==> src/rtl/cpu_core_param.sv <==
// Parametrised multi-cycle CPU core: loadable instruction memory, register file,
// ALU with carry/zero flags, fetch/execute FSM and a valid/ready result port.
module cpu_core_param #(
    parameter int  DATA_W     = 8,
    parameter int  NREGS      = 4,
    parameter int  IMEM_DEPTH = 16,
    localparam int RA_W       = $clog2(NREGS),
    localparam int PC_W       = $clog2(IMEM_DEPTH),
    localparam int INSTR_W    = 4 + 2 * RA_W + DATA_W
) (
    input  logic               clk,
    input  logic               rst,
    input  logic               start,
    input  logic               load_en,
    input  logic [PC_W-1:0]    load_addr,
    input  logic [INSTR_W-1:0] load_data,
    output logic [DATA_W-1:0]  out_data,
    output logic               out_valid,
    input  logic               out_ready,
    output logic               busy,
    output logic               halted,
    output logic [PC_W-1:0]    pc,
    output logic               carry_flag,
    output logic               zero_flag
);

    typedef enum logic [2:0] {
        S_IDLE,
        S_FETCH,
        S_EXEC,
        S_OUT_WAIT,
        S_HALT
    } state_t;

    localparam logic [3:0] OP_ADD  = 4'h1;
    localparam logic [3:0] OP_SUB  = 4'h2;
    localparam logic [3:0] OP_AND  = 4'h3;
    localparam logic [3:0] OP_OR   = 4'h4;
    localparam logic [3:0] OP_XOR  = 4'h5;
    localparam logic [3:0] OP_NOT  = 4'h6;
    localparam logic [3:0] OP_SHL  = 4'h7;
    localparam logic [3:0] OP_SHR  = 4'h8;
    localparam logic [3:0] OP_LDI  = 4'h9;
    localparam logic [3:0] OP_MOV  = 4'hA;
    localparam logic [3:0] OP_JMP  = 4'hB;
    localparam logic [3:0] OP_JZ   = 4'hC;
    localparam logic [3:0] OP_JC   = 4'hD;
    localparam logic [3:0] OP_OUT  = 4'hE;
    localparam logic [3:0] OP_HALT = 4'hF;

    state_t             state_r;
    logic [INSTR_W-1:0] ir_r;
    logic [INSTR_W-1:0] imem_r [IMEM_DEPTH];
    logic [DATA_W-1:0]  regs_r [NREGS];
    logic [PC_W-1:0]    pc_r;
    logic               c_r;
    logic               z_r;
    logic [DATA_W-1:0]  out_data_r;
    logic               out_valid_r;
    logic               busy_r;
    logic               halted_r;

    logic [3:0]         opcode_s;
    logic [RA_W-1:0]    rd_s;
    logic [RA_W-1:0]    rs_s;
    logic [DATA_W-1:0]  imm_s;
    logic [DATA_W-1:0]  a_s;
    logic [DATA_W-1:0]  b_s;
    logic [DATA_W-1:0]  res_s;
    logic               c_s;
    logic               wr_s;
    logic [PC_W-1:0]    pc_inc_s;
    logic               idle_s;

    assign opcode_s = ir_r[INSTR_W-1 -: 4];
    assign rd_s     = ir_r[2*RA_W+DATA_W-1 -: RA_W];
    assign rs_s     = ir_r[RA_W+DATA_W-1 -: RA_W];
    assign imm_s    = ir_r[DATA_W-1:0];
    assign a_s      = regs_r[rd_s];
    assign b_s      = regs_r[rs_s];
    assign pc_inc_s = pc_r + PC_W'(1);
    assign idle_s   = (state_r == S_IDLE) || (state_r == S_HALT);

    assign out_data   = out_data_r;
    assign out_valid  = out_valid_r;
    assign busy       = busy_r;
    assign halted     = halted_r;
    assign pc         = pc_r;
    assign carry_flag = c_r;
    assign zero_flag  = z_r;

    // Instruction memory write port; contents deliberately survive rst.
    always_ff @(posedge clk) begin
        if (!rst && load_en && idle_s) begin
            imem_r[load_addr] <= load_data;
        end
    end

    // ALU: result, carry and register write-enable for opcodes 1..A.
    always_comb begin
        res_s = {DATA_W{1'b0}};
        c_s   = c_r;
        wr_s  = 1'b0;
        case (opcode_s)
            OP_ADD: begin {c_s, res_s} = {1'b0, a_s} + {1'b0, b_s}; wr_s = 1'b1; end
            OP_SUB: begin {c_s, res_s} = {1'b0, a_s} - {1'b0, b_s}; wr_s = 1'b1; end
            OP_AND: begin res_s = a_s & b_s; c_s = 1'b0; wr_s = 1'b1; end
            OP_OR:  begin res_s = a_s | b_s; c_s = 1'b0; wr_s = 1'b1; end
            OP_XOR: begin res_s = a_s ^ b_s; c_s = 1'b0; wr_s = 1'b1; end
            OP_NOT: begin res_s = ~b_s;      c_s = 1'b0; wr_s = 1'b1; end
            OP_SHL: begin res_s = {b_s[DATA_W-2:0], 1'b0}; c_s = b_s[DATA_W-1]; wr_s = 1'b1; end
            OP_SHR: begin res_s = {1'b0, b_s[DATA_W-1:1]}; c_s = b_s[0];        wr_s = 1'b1; end
            OP_LDI: begin res_s = imm_s; wr_s = 1'b1; end
            OP_MOV: begin res_s = b_s;   wr_s = 1'b1; end
            default: begin
                res_s = {DATA_W{1'b0}};
                c_s   = c_r;
                wr_s  = 1'b0;
            end
        endcase
    end

    // Fetch/execute FSM with all architectural state and registered outputs.
    always_ff @(posedge clk) begin
        if (rst) begin
            state_r     <= S_IDLE;
            ir_r        <= {INSTR_W{1'b0}};
            pc_r        <= {PC_W{1'b0}};
            c_r         <= 1'b0;
            z_r         <= 1'b0;
            out_data_r  <= {DATA_W{1'b0}};
            out_valid_r <= 1'b0;
            busy_r      <= 1'b0;
            halted_r    <= 1'b0;
            for (int i = 0; i < NREGS; i++) begin
                regs_r[i] <= {DATA_W{1'b0}};
            end
        end else begin
            case (state_r)
                S_IDLE, S_HALT: begin
                    if (start) begin
                        state_r  <= S_FETCH;
                        pc_r     <= {PC_W{1'b0}};
                        c_r      <= 1'b0;
                        z_r      <= 1'b0;
                        busy_r   <= 1'b1;
                        halted_r <= 1'b0;
                    end
                end
                S_FETCH: begin
                    ir_r    <= imem_r[pc_r];
                    state_r <= S_EXEC;
                end
                S_EXEC: begin
                    if (wr_s) begin
                        regs_r[rd_s] <= res_s;
                        c_r          <= c_s;
                        z_r          <= (res_s == {DATA_W{1'b0}});
                    end
                    case (opcode_s)
                        OP_JMP: begin
                            pc_r    <= imm_s[PC_W-1:0];
                            state_r <= S_FETCH;
                        end
                        OP_JZ: begin
                            pc_r    <= z_r ? imm_s[PC_W-1:0] : pc_inc_s;
                            state_r <= S_FETCH;
                        end
                        OP_JC: begin
                            pc_r    <= c_r ? imm_s[PC_W-1:0] : pc_inc_s;
                            state_r <= S_FETCH;
                        end
                        OP_OUT: begin
                            out_data_r  <= a_s;
                            out_valid_r <= 1'b1;
                            state_r     <= S_OUT_WAIT;
                        end
                        OP_HALT: begin
                            state_r  <= S_HALT;
                            busy_r   <= 1'b0;
                            halted_r <= 1'b1;
                        end
                        default: begin
                            pc_r    <= pc_inc_s;
                            state_r <= S_FETCH;
                        end
                    endcase
                end
                S_OUT_WAIT: begin
                    // pc only advances once the consumer has taken the value
                    if (out_ready) begin
                        out_valid_r <= 1'b0;
                        pc_r        <= pc_inc_s;
                        state_r     <= S_FETCH;
                    end
                end
                default: begin
                    state_r     <= S_IDLE;
                    out_valid_r <= 1'b0;
                    busy_r      <= 1'b0;
                    halted_r    <= 1'b0;
                end
            endcase
        end
    end

endmodule

==> config.mk <==
export PLATFORM = sky130hd
export DESIGN_NAME = cpu_core_param
export DESIGN_NICKNAME = d
export VERILOG_FILES = /design/src/rtl/cpu_core_param.sv
export SDC_FILE = /design/constraint.sdc
export NUM_CORES = 1
export LEC_CHECK = 0
export CORE_MARGIN = 4
export CORE_UTILIZATION = 25
export CTS_CLUSTER_SIZE = 24
export DETAILED_ROUTE_END_ITERATION = 10
export GPL_TIMING_DRIVEN = 0
export PLACE_DENSITY_LB_ADDON = 0.3
export SYNTH_ARGS = -nofsm -noshare
export SYNTH_HDL_FRONTEND = slang
export SYNTH_SLANG_ARGS = --single-unit
==> constraint.sdc <==
create_clock -name clk -period 8.4 [get_ports clk]
set_input_delay 2.1 -clock clk [delete_from_list [all_inputs] [get_ports clk]]
set_output_delay 2.1 -clock clk [all_outputs]
set_load 0.005 [all_outputs]
==> run summary <==
status - complete, no violations
Synth cell types - 74
Synth Cell Area - 14400 um^2
CORE AREA - 56700 um^2
gr usage total - 12.5%
Worst slew margin - 24.7%
Final Instance Area - 17300 um^2
Hold WS - 490 ps
CTS Buffer Depth - 3
P_int - 2.84 mW
critical path type - reg -> reg
Clock Skew - 23.7 ps
Max-Cap Viols - 0
Layout Nets - 1040
Chip Width - 248 um
Worst-Margin Slew - 1130 ps
global-route wire length before repair - 56800 um
area of the multi-input gates - 4730 um^2
Reg2Reg Depth - 10
vias in the first global route - 8490
TritonCTS Buffers - 36
Seq pwr share - 47.7%
worst vdd ir - 0.156 mV
max incr delay on CP - 800 ps
I/O pin count - 42
Clock Power Share - 42.1%
router iterations before antenna repair - 4
Syn Nets - 942
IO Port Bufs - 41
Async SR Flop Fraction - 0%
Hold Fails Final Rpt - 0
H-tree lvl count - 2
Hold WC Path Type - reg -> reg
Req. time, crit path - 8640 ps
min Tclk post-route - 4550 ps
r2r setup slk - 3850 ps
Final Core Density - 30.4%
P&R area growth vs syn - 20.1%
Fin Setup TNS - 0 ps
Combinational Power Share - 10.3%
worst reg2reg endpoint - regs_r[2][6]$_SDFFCE_PN0P_
Routed wire per std cell - 21.8 um
Crit path max-delay family - compound AO/OA/AOI/OAI gates
Starting DRT DRC Count - 621
TritonCTS clock tree - built
register bit total from synthesis - 324
crit share post-route - 54.1%
clock latency at the later pin of the worst-skew pair - 540 ps
Worst setup EP type - flop
Slew Limit Fails - 0
Sw Pwr - 0.906 mW
nature of the critical path startpoint - flop
Final Power - 3.75 mW
Reg area - 9370 um^2
Post-DRT Antenna Nets - 0
hold depth - 2
RePlAce Congestion - 0.845
final setup fails - 0
post-DR vias/cell - 4.69
filler cell count - 5565
EDFF count, synth - 288
max frequency - 0.220 GHz
Mapped Cells - 889
RSZ-0062 raised after global routing - false
cts repair resizes - 0
Crit-path slowest cell - a211oi_1
DP HPWL - 27100 um
Top FF cell, synth - edfxtp_1
Post-Route WL - 38500 um
antenna violations before repair - 1
via count - 8311
Crit Reg-Reg Startpoint - ir_r[10]$_SDFFE_PP0N_
sw frac - 24.2%
CTS clk-pin slew, worst paths - 60 ps
clk sinks - 324
Mean Syn Cell Area - 16.2 um^2
Seq/Total Area, Yosys - 65.2%
gr ovfl total - 0
Die Footprint - 61400 um^2
largest fanout on the critical path - 10
Crit path buffers/inverters - 1
min-delay src - out_data[0]$_SDFFE_PP0P_
Ys Warns - 0
hold buffers post-CTS - 0
placed cell area - 16100 um^2
leak pwr - 5.43 nW
CP Data Arrival Time - 4790 ps
die height - 248 um
Setup Buffers After CTS - 0
DRC - 0
# rows - 87
largest net degree at the start of global routing - 17
layout cells sized above 1 - 21.2%
WHS Endpoint - out_data[0]$_SDFFE_PP0P_
Initial Util - 25.4%
clock tree root buffer cell - clkbuf_16
PwrDens - 217 nW/um^2
crit-path cells - buf_1, mux4_2, ha_1, fa_1, a21oi_1, o21bai_1, a31oi_1, o221ai_1, a211oi_1, nor2_1
-- synthesized netlist by cell type (9+ instances only) --
cell	number	area, um^2
nor2b_1	15	93.8
nor2_1	83	312
inv_1	27	101
a21oi_1	38	190
edfxtp_1	288	8650
dfxtp_1	36	721
o21ai_0	10	50.1
buf_2	18	90.1
mux4_2	96	2160
nand2_1	51	191
mux2i_1	15	150
nand2b_1	12	75.1
nor3_1	17	85.1
ha_1	26	325
clkbuf_1	29	109
a22oi_1	9	67.6
-- cell usage in the layout (no fill, tap or decap), types with 5 or more instances in the layout --
cell,instances
dfxtp_1,36
a31oi_1,8
edfxtp_1,288
buf_2,18
o21ai_0,10
buf_6,7
a22oi_1,9
nand2_1,51
a211oi_1,6
a21oi_1,38
nor2_2,13
inv_1,27
mux4_2,96
clkbuf_1,38
nand2b_1,12
nor2_1,71
clkdlybuf4s50_1,41
mux2i_1,15
nor2b_1,15
clkinv_1,6
o31ai_1,5
ha_1,26
nor3_1,13
clkinv_2,6
buf_8,9
nand3_1,8
xnor2_1,5
clkbuf_16,37
-- state kept, by name, indices dropped and copies added (netlist names) --
name and cells:
carry_flag 1, pc 4, out_valid 1, halted 1, zero_flag 1, out_data 8
imem_r 256, ir_r 16, state_r 3, busy 1, regs_r 32
-- power groups by stage --
stage          Combinational (mW)  Clock (mW)  Sequential [mW]
3_3_place_gp                0.381           0             1.82
4_1_cts                     0.390        1.62             1.79
6_report                    0.385        1.58             1.79
3_5_place_dp                0.389           0             1.82
5_1_grt                     0.419        1.68             1.79
2_1_floorplan               0.251           0             1.81
-- worst max path at each step --
stage	start	end	slack (ps)	cells after the start
2_1_floorplan	rst	imem_r[0][0]$_DFFE_PP_	4190	3
3_3_place_gp	rst	imem_r[0][9]$_DFFE_PP_	1860	4
3_5_place_dp	rst	imem_r[0][7]$_DFFE_PP_	3500	6
4_1_cts	ir_r[10]$_SDFFE_PP0N_	regs_r[2][6]$_SDFFCE_PN0P_	3880	10
5_1_grt	ir_r[10]$_SDFFE_PP0N_	regs_r[2][6]$_SDFFCE_PN0P_	3510	10
6_report	ir_r[10]$_SDFFE_PP0N_	regs_r[2][6]$_SDFFCE_PN0P_	3850	10
-- cells by family (layout without fill, tap and decap cells) --
group                    count (synthesis)  after routing  synth area share [%]
AO/OA/AOI/OAI                          119            119                  5.93
other                                    0              1                     0
flip-flops                             324            324                  65.2
multiplexers                           113            113                  16.2
buffers and inverters                   81            206                  2.32
adder cells (fa/ha/maj)                 28             28                  2.54
AND/OR/NAND/NOR                        218            218                  7.45
XOR/XNOR                                 6              6                 0.365
-- worst register-to-register path: cells and delay by family (launching register included) --
family          cells  cell delay, ps
fa+ha+maj           2             720
simple gates        1             120
buf+inv             1             650
mux                 1             670
compound gates      5            1650
flops               1             460
-- metrics by stage --
step / worst slack [ps] / std cells
after global placement: 1860 / 1686
after CTS: 3880 / 1770
final: 3850 / 1771
after detailed placement: 3500 / 1705
after global routing: 3510 / 1770
after floorplan: 4190 / 889
-- routing by layer --
metal | global-route usage [%] | wire length, um
met3 | 2.51 | 1820
met5 | 0 | 0
met4 | 2.77 | 690
met1 | 16.7 | 17200
met2 | 21.1 | 18800
-- area by class of cell --
class | count | share of cell area, %
multi-input combinational | 484 | 27.4
tap | 756 | 5.48
buffer | 52 | 1.30
timing repair buffer | 60 | 4.19
antenna | 1 | 0.0145
sequential | 324 | 54.3
inverter | 29 | 0.631
clock inverter | 19 | 1.17
clock buffer | 46 | 5.56
(Power assumes the default switching activity.)
